$ cat src/rtl/ring_route_engine.sv
// ============================================================================
// Module   : ring_route_engine
// Purpose  : Next-hop lookup for one router on a bidirectional ring. Each
//            destination maps to a next-hop router through a NUM_ROUTERS-entry
//            table whose default sends traffic along the shorter direction,
//            with ties going clockwise. Lookup latency is one cycle, through
//            a single valid/ready output register.
// Macro    : ROUTE_TABLE_WR_EN - when defined, the table is held in registers
//            and can be rewritten through cfg_wr_* or reloaded with
//            cfg_restore. When undefined, the table is constant defaults and
//            the cfg_* inputs are ignored.
// Ports    : clk, rst_n (asynchronous, active-low)
//            req_valid / req_ready / req_dst            - lookup request
//            rsp_valid / rsp_ready / rsp_next /
//            rsp_local / rsp_err                        - lookup result
//            cfg_wr_en / cfg_wr_idx / cfg_wr_next /
//            cfg_restore                                - table programming
// Revision : 1.0 - initial release
// ============================================================================
`default_nettype none

module ring_route_engine #(
  parameter int NUM_ROUTERS  = 4,
  parameter int ROUTER_WIDTH = 2,
  parameter int ROUTER_ID    = 0
) (
  input  logic                    clk,
  input  logic                    rst_n,
  input  logic                    req_valid,
  output logic                    req_ready,
  input  logic [ROUTER_WIDTH-1:0] req_dst,
  output logic                    rsp_valid,
  input  logic                    rsp_ready,
  output logic [ROUTER_WIDTH-1:0] rsp_next,
  output logic                    rsp_local,
  output logic                    rsp_err,
  input  logic                    cfg_wr_en,
  input  logic [ROUTER_WIDTH-1:0] cfg_wr_idx,
  input  logic [ROUTER_WIDTH-1:0] cfg_wr_next,
  input  logic                    cfg_restore
);

  // One extra bit so that NUM_ROUTERS == 2**ROUTER_WIDTH is representable.
  localparam logic [ROUTER_WIDTH:0]   NUM_EXT = (ROUTER_WIDTH+1)'(NUM_ROUTERS);
  localparam logic [ROUTER_WIDTH-1:0] SELF_ID = ROUTER_WIDTH'(ROUTER_ID);

  // Default next hop: clockwise neighbour when the clockwise distance is at
  // most half the ring, otherwise the counter-clockwise neighbour.
  function automatic logic [ROUTER_WIDTH-1:0] default_hop(input int dst);
    int cw;
    if (dst == ROUTER_ID) return SELF_ID;
    cw = (dst - ROUTER_ID + NUM_ROUTERS) % NUM_ROUTERS;
    if (cw <= NUM_ROUTERS / 2) return ROUTER_WIDTH'((ROUTER_ID + 1) % NUM_ROUTERS);
    return ROUTER_WIDTH'((ROUTER_ID + NUM_ROUTERS - 1) % NUM_ROUTERS);
  endfunction

  logic                    rsp_valid_q, rsp_valid_d;
  logic [ROUTER_WIDTH-1:0] rsp_next_q,  rsp_next_d;
  logic                    rsp_local_q, rsp_local_d;
  logic                    rsp_err_q,   rsp_err_d;
  logic [ROUTER_WIDTH-1:0] hop_sel;
  logic                    req_accept;

  assign req_ready  = !rsp_valid_q || rsp_ready;
  assign req_accept = req_valid && req_ready;

`ifdef ROUTE_TABLE_WR_EN
  logic [ROUTER_WIDTH-1:0] table_q [NUM_ROUTERS];
  logic [ROUTER_WIDTH-1:0] table_d [NUM_ROUTERS];
  logic                    wr_ok;

  // Our own entry is pinned to local delivery; out-of-range indices and
  // hops are dropped.
  assign wr_ok = cfg_wr_en
              && ({1'b0, cfg_wr_idx}  < NUM_EXT)
              && (cfg_wr_idx != SELF_ID)
              && ({1'b0, cfg_wr_next} < NUM_EXT);

  always_comb begin
    for (int i = 0; i < NUM_ROUTERS; i++) begin
      table_d[i] = table_q[i];
      if (cfg_restore)
        table_d[i] = default_hop(i);
      else if (wr_ok && (cfg_wr_idx == ROUTER_WIDTH'(i)))
        table_d[i] = cfg_wr_next;
    end
  end

  always_ff @(posedge clk or negedge rst_n) begin
    if (!rst_n) begin
      for (int i = 0; i < NUM_ROUTERS; i++) table_q[i] <= default_hop(i);
    end else begin
      for (int i = 0; i < NUM_ROUTERS; i++) table_q[i] <= table_d[i];
    end
  end

  // Reads the registered table, so a same-cycle write is not yet visible.
  always_comb begin
    hop_sel = SELF_ID;
    for (int i = 0; i < NUM_ROUTERS; i++)
      if (req_dst == ROUTER_WIDTH'(i)) hop_sel = table_q[i];
  end
`else
  // Constant table: the loop unrolls into a fixed decode of req_dst.
  always_comb begin
    hop_sel = SELF_ID;
    for (int i = 0; i < NUM_ROUTERS; i++)
      if (req_dst == ROUTER_WIDTH'(i)) hop_sel = default_hop(i);
  end

  logic unused_cfg;
  assign unused_cfg = ^{cfg_wr_en, cfg_wr_idx, cfg_wr_next, cfg_restore};
`endif

  always_comb begin
    rsp_valid_d = rsp_valid_q;
    rsp_next_d  = rsp_next_q;
    rsp_local_d = rsp_local_q;
    rsp_err_d   = rsp_err_q;
    if (req_accept) begin
      rsp_valid_d = 1'b1;
      if ({1'b0, req_dst} >= NUM_EXT) begin
        rsp_next_d  = SELF_ID;
        rsp_local_d = 1'b0;
        rsp_err_d   = 1'b1;
      end else if (req_dst == SELF_ID) begin
        rsp_next_d  = SELF_ID;
        rsp_local_d = 1'b1;
        rsp_err_d   = 1'b0;
      end else begin
        rsp_next_d  = hop_sel;
        rsp_local_d = 1'b0;
        rsp_err_d   = 1'b0;
      end
    end else if (rsp_ready) begin
      rsp_valid_d = 1'b0;
    end
  end

  always_ff @(posedge clk or negedge rst_n) begin
    if (!rst_n) begin
      rsp_valid_q <= 1'b0;
      rsp_next_q  <= '0;
      rsp_local_q <= 1'b0;
      rsp_err_q   <= 1'b0;
    end else begin
      rsp_valid_q <= rsp_valid_d;
      rsp_next_q  <= rsp_next_d;
      rsp_local_q <= rsp_local_d;
      rsp_err_q   <= rsp_err_d;
    end
  end

  assign rsp_valid = rsp_valid_q;
  assign rsp_next  = rsp_next_q;
  assign rsp_local = rsp_local_q;
  assign rsp_err   = rsp_err_q;

endmodule

`default_nettype wire

$ cat config.mk
export PLATFORM = sky130hd
export DESIGN_NAME = ring_route_engine
export DESIGN_NICKNAME = d
export VERILOG_FILES = /design/src/rtl/ring_route_engine.sv
export SDC_FILE = /design/constraint.sdc
export NUM_CORES = 1
export LEC_CHECK = 0
export BUFFER_PORTS_ARGS = -buffer_cell sky130_fd_sc_hd__buf_2
export CORE_AREA = 4 4 41 43
export CTS_CLUSTER_DIAMETER = 30
export CTS_CLUSTER_SIZE = 30
export DETAILED_ROUTE_END_ITERATION = 8
export DIE_AREA = 0 0 45 47
export SKIP_LAST_GASP = 1
export SLEW_MARGIN = 20
export SYNTH_ARGS = -nofsm -noshare
export SYNTH_HDL_FRONTEND = slang
export SYNTH_SLANG_ARGS = --single-unit
$ cat constraint.sdc
create_clock -name clk -period 0.9 [get_ports clk]
set_input_delay 0 -clock clk [delete_from_list [all_inputs] [get_ports clk]]
set_output_delay 0 -clock clk [all_outputs]
set_load 0.03 [all_outputs]
* Word level (Yosys, flattened, before mapping)
Cells that the tools add are included.
** Operators by class
- Equal/unequal tests :: 3
- Multiplexer cells :: 11
- Reduce and logical (&&, ||, !) cells :: 5
** Operators by type and width (count)
- 2-bit 2-to-1 mux :: 6
- 1-bit 2-to-1 mux :: 5
- 2-bit == test (second input constant) :: 2
- 2-bit by 1-bit == test with 1-bit output (second input constant) :: 1
- 2-bit logical NOT :: 1
- 2-bit nonzero test :: 1
- 1-bit logical AND :: 1
- 1-bit logical NOT :: 1
- 1-bit logical OR :: 1
** Word-level totals
- Bits in registers :: 4
- Bits of input ports :: 12
- Output and inout bits :: 6
- Word-level logic and storage cells :: 22

* Depth between registers and ports, before layout
- Depth after elaboration :: 7
- Gate-level depth with buffers :: 3
- Depth with buffers taken out :: 3

* Worst setup path before layout
OpenSTA, ideal clock, no wires.
- Path kind :: flip-flop to flip-flop
- From :: register rsp_valid_q, in the netlist rsp_valid
- To :: register rsp_local_q, in the netlist rsp_local
- Data arrival time :: 1090 ps
- Required time :: 775 ps
- Setup slack :: -316 ps
- Cell stages (with the launch flop) :: 4
- Buffers on the path :: 0
- Path through :: dfrtp_1 nand2b_4 nand2_4 mux2_4
** On the way
- Cells in the longest elaborated chain, start to end :: 3
** RTL lines
- start, declared :: RTL line 57 : logic rsp_valid_q, rsp_valid_d;
- start signal, assigned :: RTL line 147 : rsp_valid_q <= rsp_valid_d;
- 1-bit logical NOT :: RTL line 64 : assign req_ready = !rsp_valid_q || rsp_ready;
- 1-bit logical OR :: RTL line 64
- via req_ready :: RTL line 30 : output logic req_ready,
- 1-bit logical AND :: RTL line 65 : assign req_accept = req_valid && req_ready;
- end signal, assigned :: RTL line 149 : rsp_local_q <= rsp_local_d;
- end, declared :: RTL line 59 : logic rsp_local_q, rsp_local_d;
The timed path passes the listed nets, and every way through them passes these cells.
A chain may end at the register's enable or synchronous reset.

* Worst setup path after layout
- From :: register rsp_valid_q, in the netlist rsp_valid
- To :: register rsp_next_q[1], in the netlist rsp_next[1]
** On the way
- Cells in the longest elaborated chain, start to end :: 3
** RTL lines
- 1-bit logical NOT :: RTL line 64
- 1-bit logical OR :: RTL line 64
- 1-bit logical AND :: RTL line 65
- end signal, assigned :: RTL line 148 : rsp_next_q <= rsp_next_d;
- end, declared :: RTL line 58 : logic [ROUTER_WIDTH-1:0] rsp_next_q, rsp_next_d;
Every way passes these cells.

==> summary.txt <==
status - complete, but fails checks
failing checks - setup timing
CTS tree - built
leakage power - 0.1605 nW
Root Driver - clkbuf_4
XOR/XNOR Fraction of Synth Area - 0
Seq/Total Area, Yosys - 0.5263
DR vias - 172
CTS max path bufs - 2
Skew-Pair Late Insertion Delay - 0.24 ns
antenna violations before repair - 0
number of synthesis warnings - 0
Synth Area in Compound Gates - 0.1118
crit path cell chain - nand2b_4 > buf_4 > nand4_1 > a21bo_2
row count - 13
worst hold path type - primary input to register
max-cap violations - 0
syn_nets - 27
CP Class - register to register
IR drop worst, VDD - 0.0007694 V
vias in the first global route - 178
Power Density - 1948 nW/um2
largest net degree at the start of global routing - 6
final setup fails - 4
commonest non-fill, non-tap cell in the layout - buf_2
Min Clock Period, post-route - 0.9890 ns
diode count - 0
post-route ant nets - 0
die width - 45 um
Cell variety after synth - 12
FF-to-FF path depth - 4
uppermost layer routed - met3
wire per inst - 10.26 um
H-tree depth - 1
Hold Path Cell Cnt - 2
crit end category - register
simple-gate area share of the yosys netlist - 0.2237
Worst EP arrival - 1.11 ns
Final Hold Viols - 0
Initial Util - 0.1462
layout cells sized above 1 - 0.6452
syn avg cell area - 12.68 um2
Worst Path Required - 1.02 ns
RSZ-0062 raised after global routing - yes
# port buffers - 10
placed cell area - 260.3 um2
Die Footprint - 2115 um2
post-layout util - 0.2413
met1 WL - 237 um
most frequent cells in the layout - buf_2, clkbuf_4, dfrtp_1, buf_6
largest family of logic cells by synthesized area - simple AND/OR/NAND/NOR gates
Crit-path slowest cell - dfrtp_2
mux cell area share after synthesis - 0.07895
Max Freq - 1011 MHz
drt total wl - 472 um
Critical Path Max Stage Delay - 0.38 ns
die height - 47 um
crit path launch type - register
dpl cells - 40
core area - 1301 um2
fin nets - 44
synth top area cells - dfrtp_1, mux2_4, nand2b_4
max-slew violations - 0
clk_skew - 0.008369 ns
via/cell ratio - 3.739
Worst-path clk slew - 0.04 ns
global-route wire length before repair - 814 um
Final TNS setup - -0.2863 ns
Synth top area share - 0.5263
Area growth, synth to finish - 65.13%
cts bufs inserted - 3
post-synthesis adder-cell area fraction - 0
Mapped Cells - 15
GP Congestion - 0.6553
GRT Total Usage - 0.06190
Synth area leader - dfrtp_1
Post-DP HPWL - 368.4 um
WL met3 - 73 um
final instance area - 314.1 um2
fillers - 141
First-pass DRT Iterations - 2
worst setup margin - -0.08901 ns
Initial DRC Count - 2
non-filler cells, final - 46
number of remaining DRC errors - 0
GRT Residual Overflow - 0
synthesized flop and latch total - 4
period utilisation layout - 1.099
IO Pins - 18
CTS Sinks - 4
DR WL met2 - 162 um
synthesized area - 190.2 um2
crit path max fanout - 4
worst max-delay path, delay by kind of cell (launching register included):
| kind | cells | cell delay [ns] |
|---|---|---|
| simple gates | 2 | 0.14 |
| flops | 1 | 0.38 |
| buf+inv | 1 | 0.14 |
| compound gates | 1 | 0.21 |
cell families (layout without fill, tap and decap cells):
logic type | count (synthesis) | after routing
multiplexers | 1 | 1
other | 1 | 1
AND/OR/NAND/NOR | 5 | 5
buffers and inverters | 1 | 17
AO/OA/AOI/OAI | 3 | 3
flip-flops | 4 | 4
layout make-up:
type / count / area, um2 / area share
clock buffer: 4 / 26.28 / 0.08367
sequential: 4 / 101.3 / 0.3227
tap: 15 / 18.77 / 0.05976
timing repair buffer: 13 / 85.08 / 0.2709
multi-input combinational: 10 / 82.58 / 0.2629
power by group:
| group | leakage (nW) | internal [mW] | switching (mW) |
|---|---|---|---|
| clock network | 0.0150 | 0.167 | 0.0837 |
| logic | 0.0994 | 0.0626 | 0.0873 |
| registers | 0.0461 | 0.200 | 0.0115 |
routing by layer:
layer / vias up / track usage
li1: 84 / -
met1: 75 / 0.06452
met2: 13 / 0.06780
met3: 0 / 0.06513
met4: 0 / 0.05263
met5: - / 0
what timing repair did:
action / CTS / global route
gates resized for setup: 3 / 0
setup buffers: 1 / 0
hold endpoints to repair: 4 / 0
setup endpoints to repair: 2 / 4
cloned: 0 / 0
hold buffers: 1 / 0
registers in the layout, summed over array words and instances (netlist names):
name / cells
rsp_local: 1
rsp_valid: 1
rsp_next: 2
per-stage QoR:
stage	total power, mW	worst slack (ns)	hold WS, ns
3_5_place_dp	0.3503	-0.06904	-0.1894
2_1_floorplan	0.3024	-0.2147	-0.2956
6_report	0.6118	-0.08901	0.04471
5_1_grt	0.6510	-0.1164	0.04947
3_3_place_gp	0.3498	-0.05077	-0.1906
4_1_cts	0.6255	-0.09044	0.02740
Yosys cell counts:
cell type / count
a21bo_2: 1
nand4_1: 1
nand2b_4: 1
buf_4: 1
a31oi_1: 1
nand2_4: 1
mux2_4: 1
or2b_1: 1
a21oi_1: 1
nor2_1: 1
dfrtp_1: 4
conb_1: 1
final timing paths:
check,start,end,slack [ns]
max,rsp_valid$_DFFE_PN0P_,rsp_next[1]$_DFFE_PN0P_,-0.09
min,req_valid,rsp_valid$_DFFE_PN0P_,0.04
max reg2reg,rsp_valid$_DFFE_PN0P_,rsp_next[1]$_DFFE_PN0P_,-0.09
min reg2reg,rsp_next[1]$_DFFE_PN0P_,rsp_next[1]$_DFFE_PN0P_,0.48
max in group asynchronous,rst_n,rsp_valid$_DFFE_PN0P_,0.67
min in group asynchronous,rst_n,rsp_next[0]$_DFFE_PN0P_,0.09
Power figures use the tool's default switching activity.
